<file path="config.mk">
export PLATFORM = sky130hd
export DESIGN_NAME = add_accum_ctrl
export DESIGN_NICKNAME = d
export VERILOG_FILES = /design/src/rtl/add_accum_ctrl.sv
export SDC_FILE = /design/constraint.sdc
export NUM_CORES = 1
export LEC_CHECK = 0
export BUFFER_PORTS_ARGS = -buffer_cell sky130_fd_sc_hd__buf_2
export CAP_MARGIN = 20
export CORE_UTILIZATION = 45
export CTS_CLUSTER_DIAMETER = 30
export DETAILED_ROUTE_END_ITERATION = 10
export GPL_ROUTABILITY_DRIVEN = 0
export PLACE_DENSITY = 0.81
export SYNTH_ARGS = -nofsm -noshare
export SYNTH_HDL_FRONTEND = slang
export SYNTH_SLANG_ARGS = --single-unit
</file>
<file path="constraint.sdc">
create_clock -name clk -period 2 [get_ports clk]
set_input_delay 0.2 -clock clk [delete_from_list [all_inputs] [get_ports clk]]
set_output_delay 0.2 -clock clk [all_outputs]
set_load 0.03 [all_outputs]
</file>
<file path="src/rtl/add_accum_ctrl.sv">
// Accumulates a valid/ready operand stream through an external adder and presents sum/overflow/count.
// Result valid the cycle after the last beat is accepted; input stalls while a result waits for out_ready.
module add_accum_ctrl #(
  parameter int N       = 4,
  parameter int COUNT_W = 4
) (
  input  logic               clk,
  input  logic               rst,
  input  logic               in_valid,
  output logic               in_ready,
  input  logic [N-1:0]       in_data,
  input  logic               in_last,
  output logic               out_valid,
  input  logic               out_ready,
  output logic [N-1:0]       out_sum,
  output logic               out_overflow,
  output logic [COUNT_W-1:0] out_count,
  output logic [N-1:0]       add_a,
  output logic [N-1:0]       add_b,
  output logic               add_cin,
  input  logic [N-1:0]       add_sum,
  input  logic               add_cout
);

  typedef enum logic [1:0] {
    IDLE  = 2'd0,
    ACCUM = 2'd1,
    DONE  = 2'd2
  } state_t;

  state_t               state_q, state_d;
  logic [N-1:0]         acc_q, acc_d;
  logic                 ovf_q, ovf_d;
  logic [COUNT_W-1:0]   cnt_q, cnt_d;
  logic                 in_xfer;
  logic                 out_xfer;

  assign in_ready     = (state_q != DONE);
  assign out_valid    = (state_q == DONE);
  assign in_xfer      = in_valid & in_ready;
  assign out_xfer     = out_valid & out_ready;

  assign out_sum      = acc_q;
  assign out_overflow = ovf_q;
  assign out_count    = cnt_q;

  // The adder always sees the running total plus whatever sits on the input bus.
  assign add_a        = acc_q;
  assign add_b        = in_data;
  assign add_cin      = 1'b0;

  always_comb begin
    state_d = state_q;
    acc_d   = acc_q;
    ovf_d   = ovf_q;
    cnt_d   = cnt_q;
    unique case (state_q)
      IDLE, ACCUM: begin
        if (in_xfer) begin
          acc_d = add_sum;
          ovf_d = ovf_q | add_cout;
          if (cnt_q != {COUNT_W{1'b1}}) begin
            cnt_d = cnt_q + COUNT_W'(1);
          end
          state_d = in_last ? DONE : ACCUM;
        end
      end
      DONE: begin
        if (out_xfer) begin
          acc_d   = '0;
          ovf_d   = 1'b0;
          cnt_d   = '0;
          state_d = IDLE;
        end
      end
      default: begin
        state_d = IDLE;
      end
    endcase
  end

  always_ff @(posedge clk or posedge rst) begin
    if (rst) begin
      state_q <= IDLE;
      acc_q   <= '0;
      ovf_q   <= 1'b0;
      cnt_q   <= '0;
    end else begin
      state_q <= state_d;
      acc_q   <= acc_d;
      ovf_q   <= ovf_d;
      cnt_q   <= cnt_d;
    end
  end

endmodule

</file>
==> out/metrics.csv, run 1 <==
metric,value,unit
routed_wl,1.15,mm
grt-ovfl-total,0,
cap_violations,0,
finalSetupViolCount,0,
grt_pass1_vias,399,
start_kind,register,
grt_pass1_wl,1.79,mm
post_dp_cell_area,676,um2
vias,495,
clock-sinks,11,
syn-instance-count,64,
drive_gt1_share,35.4,%
final_util,55.5,%
root_buffer,clkbuf_4,
clockBufferDepth,2,
irDropWorstVdd,470,uV
power.share.switching,45.5,%
yosys.area_share.adder,2.02,%
clk_pin_slew,0.07,ns
timing.fmax,639,MHz
comb_power_share,42.9,%
h-tree-depth,1,
reg2reg_slack,0.67,ns
p_per_area,1250,nW/um2
diodes,0,
ios,34,
coreArea,1280,um2
drt_first_pass_iters,4,
rsz0062_at_grt,false,
synth.distinct_cells,21,
hp-class,in -> reg,
drt-wirelength-per-cell,11.8,um
stdcell_count,97,
fp-row-count,13,
cts_tree,done,
p_clk_share,17.3,%
synth_seq_area_share,44.4,%
fp.dieH,39.1,um
hpwl,795,um
synth.avg_cell_area,9.70,um2
p_switching,0.405,mW
die_x,39.1,um
antenna_found_initial,0,
yosys.area_share.simple,17.1,%
wl_met1,525,um
fin_nets,98,
cts_resized,0,
dieArea,1530,um2
track_usage,17.4,%
cellLeakagePower,0.377,nW
cp.required,1.80,ns
finalMaxSlewViolations,0,
synth_seq_cells,11,
synth_warnings,0,
tns,0,ns
areaGrowthSynthToFinish,14.9,%
via_per_inst,5.10,
min_period,1.57,ns
mappedNetlistArea,621,um2
post-route-drc-count,0,
place.port_buffers,24,
grt_max_degree,16,
internal-power,0.485,mW
numCtsBuffers,3,
finalHoldViolations,0,
crit_fanout,15,
top_layer_used,met4,
route.met2.wl,535,um
status,finished clean,
min_period_over_period,78.3,%
p_seq_share,39.9,%
skew,0.00540,ns
synth_top_family_by_area,simple AND/OR/NAND/NOR gates,
synth_compound_area_share,10.9,%
multi_input_area,250,um2
met3_length,72,um
fin_total_pwr,0.889,mW
seqCellArea,275,um2
ant_nets,0,
drt_iter0_drc,11,
synth_nets,79,
worstPathArrival,1.37,ns
clk-insertion-delay-late,0.28,ns
critPathKind,reg -> out,
synthXorXnorAreaFrac,0,%
crit_path_end_kind,output pin,
final_cell_area,713,um2
final.fill_count,120,
dp.cells,92,
synthMuxAreaShare,9.68,%
start_util,48.3,%
==> synth_stat cells <==
| cell | number | share of area [%] |
|---|---|---|
| nor2_1 | 2 | 1.2 |
| conb_1 | 1 | 0.60 |
| nand2b_4 | 1 | 2.2 |
| buf_6 | 1 | 1.8 |
| o22ai_1 | 6 | 6.0 |
| nand3b_1 | 2 | 2.4 |
| nor2b_1 | 1 | 1.0 |
| or3_1 | 1 | 1.0 |
| nand2b_1 | 1 | 1.0 |
| o211ai_1 | 2 | 2.4 |
| buf_4 | 9 | 11 |
| a21oi_1 | 1 | 0.81 |
| buf_2 | 1 | 0.81 |
| nand3_1 | 3 | 2.4 |
| ha_1 | 1 | 2.0 |
| o21ai_0 | 2 | 1.6 |
| dfrtp_1 | 11 | 44 |
| nand2_1 | 8 | 4.8 |
| mux2i_1 | 6 | 9.7 |
| inv_1 | 3 | 1.8 |
| and3_1 | 1 | 1.0 |
==> layer usage <==
layer,vias to the layer above,GRT usage (%)
met3,2,5.20
met2,18,27.5
li1,248,-
met1,227,22.6
met5,-,0
met4,0,5.17
==> power groups by stage <==
stage	combinational [mW]	sequential (mW)	clock, mW
finish	0.381	0.354	0.154
global route	0.418	0.365	0.170
CTS	0.384	0.354	0.158
detailed placement	0.381	0.358	0
global placement	0.374	0.352	0
floorplan	0.210	0.455	0
==> worst max-delay path: stages (launching register included) <==
cell and delay [ns]:
dfrtp_1 0.60, nand2b_1 0.21, inv_1 0.08, buf_2 0.19
==> sequential cells by signal, indices dropped and copies added, names as in the netlist <==
name	cells
state_q	2
out_count	4
add_a	4
out_overflow	1
==> cells in the final DEF (no fill, tap or decap) <==
cell           count
a21oi_1            1
and3_1             1
buf_2             24
clkbuf_4           3
clkinv_2           1
conb_1             1
dfrtp_1           11
dlygate4sd3_1      1
ha_1               1
inv_1              3
mux2i_1            6
nand2_1            8
nand2b_1           1
nand2b_4           1
nand3_1            3
nand3b_1           2
nor2_1             2
nor2b_1            1
o211ai_1           2
o21ai_0            2
o22ai_1            6
or3_1              1
==> cell type report <==
cell class,instances,area share [%]
flip-flops and latches,11,38.6
clock buffers,3,3.16
repair buffers,25,18.2
well taps,15,2.63
inverters,3,1.58
multi-input cells,39,35.1
clock inverters,1,0.702
==> what timing repair did <==
item,CTS,global route
setup buffers,0,0
hold buffers,1,0
endpoints found under the hold margin,11,0
==> cells by family after synthesis <==
group,Yosys count
other,1
multiplexers,6
adder cells (fa/ha/maj),1
AO/OA/AOI/OAI,11
AND/OR/NAND/NOR,20
buffers and inverters,14
flip-flops,11
==> per-stage QoR <==
stage | setup WS [ns] | hold WS, ns
finish | 0.435 | 0.157
global route | 0.297 | 0.162
CTS | 0.445 | 0.145
detailed placement | 0.677 | 0.205
global placement | 0.744 | 0.206
floorplan | 0.626 | 0.0524
==> final timing paths <==
path,from,endpoint,cells past startpoint
worst max-delay path,state_q[1],out_valid,3
worst min-delay path,out_ready,state_q[1],2
worst max register to register,out_count[0],out_count[0],4
worst min register to register,out_count[0],out_count[0],1
max in group asynchronous,rst,out_count[2],3
min in group asynchronous,rst,add_a[2],3
Power figures use the tool's default switching activity.
==> run 2: changes to the inputs <==
--- a/config.mk
+++ b/config.mk
@@ -7,11 +7,11 @@
 export LEC_CHECK = 0
 export BUFFER_PORTS_ARGS = -buffer_cell sky130_fd_sc_hd__buf_2
 export CAP_MARGIN = 20
-export CORE_UTILIZATION = 45
+export CORE_UTILIZATION = 42
 export CTS_CLUSTER_DIAMETER = 30
 export DETAILED_ROUTE_END_ITERATION = 10
 export GPL_ROUTABILITY_DRIVEN = 0
-export PLACE_DENSITY = 0.81
+export PLACE_DENSITY = 0.76
 export SYNTH_ARGS = -nofsm -noshare
 export SYNTH_HDL_FRONTEND = slang
 export SYNTH_SLANG_ARGS = --single-unit
==> constraint.sdc (replaced) <==
create_clock -name clk -period 1.5 [get_ports clk]
set_input_delay 0.15 -clock clk [delete_from_list [all_inputs] [get_ports clk]]
set_output_delay 0.15 -clock clk [all_outputs]
set_load 0.03 [all_outputs]
==> run 2 against run 1 <==
Via count is 2.0% lower. Sequential power rose by 33%. Global-route usage down 2.1 points. Cell area did not move. Combinational power is 33% higher. Die area is 6.8% higher.
==> out/metrics.csv, run 2 (synthesis results as in run 1) <==
metric,value,unit
r2r_start,out_count[0],
cts_tree,done,
vias,485,
tns,0,ns
fin_total_pwr,1.17,mW
finalHoldViolations,0,
clock-sinks,11,
irDropWorstVdd,784,uV
r2r_cells,4,
grt-ovfl-total,0,
clk-insertion-delay-late,0.26,ns
coreArea,1330,um2
p_per_area,1640,nW/um2
hold-path-cell-count,2,
numCtsBuffers,3,
cp.required,1.35,ns
fin_nets,98,
start_kind,register,
crit_fanout,15,
areaGrowthSynthToFinish,14.9,%
hp-class,in -> reg,
die_x,40.4,um
place.port_buffers,24,
holdCritStartpoint,out_ready,
rsz0062_at_grt,false,
diodes,0,
clk_pin_slew,0.06,ns
grt_pass1_wl,1.59,mm
fp.dieH,40.4,um
crit_path_end_kind,output pin,
startpoint,state_q[1],
drt_iter0_drc,11,
ios,34,
root_buffer,clkbuf_4,
mostFrequentLayoutCell,buf_2,
hpwl,782,um
drt-wirelength-per-cell,11.0,um
via_per_inst,5.00,
timing.fmax,731,MHz
h-tree-depth,1,
cellLeakagePower,0.373,nW
min_period_over_period,91.2,%
skew,0.00330,ns
antenna_found_initial,0,
start_util,46.5,%
cap_violations,0,
final_cell_mix,"buf_2, dfrtp_1, nand2_1",
drt_first_pass_iters,4,
finalSetupViolCount,0,
clockBufferDepth,2,
finalMaxSlewViolations,0,
critPathKind,reg -> out,
status,finished clean,
grt_pass1_vias,385,
post-route-drc-count,0,
fp-row-count,13,
routed_wl,1.07,mm
grt_max_degree,16,
dieArea,1640,um2
track_usage,15.3,%
ant_nets,0,
worstPathArrival,1.22,ns
drive_gt1_share,35.4,%
min_period,1.37,ns
## run 2: cell types whose count changed in the layout (fill, tap and decap cells not counted)
cell / change
clkbuf_1: +1
clkinv_2: -1
dfrtp_1: -1
dfrtp_2: +1
## run 2: metal layers
metal	up-vias	wire, um	track usage, %
li1	249	-	-
met1	214	490	18.7
met2	18	487	21.8
met3	4	67	6.67
met4	0	22	9.17
met5	-	0	0
## run 2: final timing paths
path	endpoint	slack, ns
min reg2reg	out_count[0]	0.54
max reg2reg	out_count[0]	0.21
min in group asynchronous	add_a[0]	0.41
min	state_q[1]	0.12
max	out_valid	0.13
max in group asynchronous	state_q[1]	0.79
## run 2: critical path, stage by stage (launching register included)
cell	delay, ns
dfrtp_2	0.51
nand2b_1	0.18
inv_1	0.08
buf_2	0.19
## run 2: where the power goes
part,total [mW],internal [mW],switching [mW]
registers,0.471,0.378,0.0928
logic,0.506,0.170,0.337
clock network,0.192,0.103,0.0890
total,1.17,0.651,0.519
## run 2: area by class of cell
type | count | area [um2]
tap | 15 | 18.8
timing repair buffer | 25 | 130
sequential | 11 | 277
clock buffer | 4 | 26.3
inverter | 3 | 11.3
fill | 132 | 621
multi-input combinational | 39 | 250
## run 2: timing repair
| item | CTS | global route |
|---|---|---|
| resized for setup | 1 | 0 |
| hold buffers | 1 | 0 |
| setup endpoints to repair | 1 | 0 |
| hold endpoints to repair | 11 | 0 |
| buffers inserted | 0 | 0 |
## run 2: stage by stage
step           cells  hold WS [ns]  util (%)  cell area, um2  setup slack [ns]
2_1_floorplan     64       0.00244         -             621             0.126
3_3_place_gp      92         0.155      50.7             676             0.239
3_5_place_dp      92         0.159      50.7             676             0.199
4_1_cts           97        0.0998      53.5             713             0.134
5_1_grt           97         0.120      53.5             713            0.0200
6_report          97         0.116      53.5             713             0.132
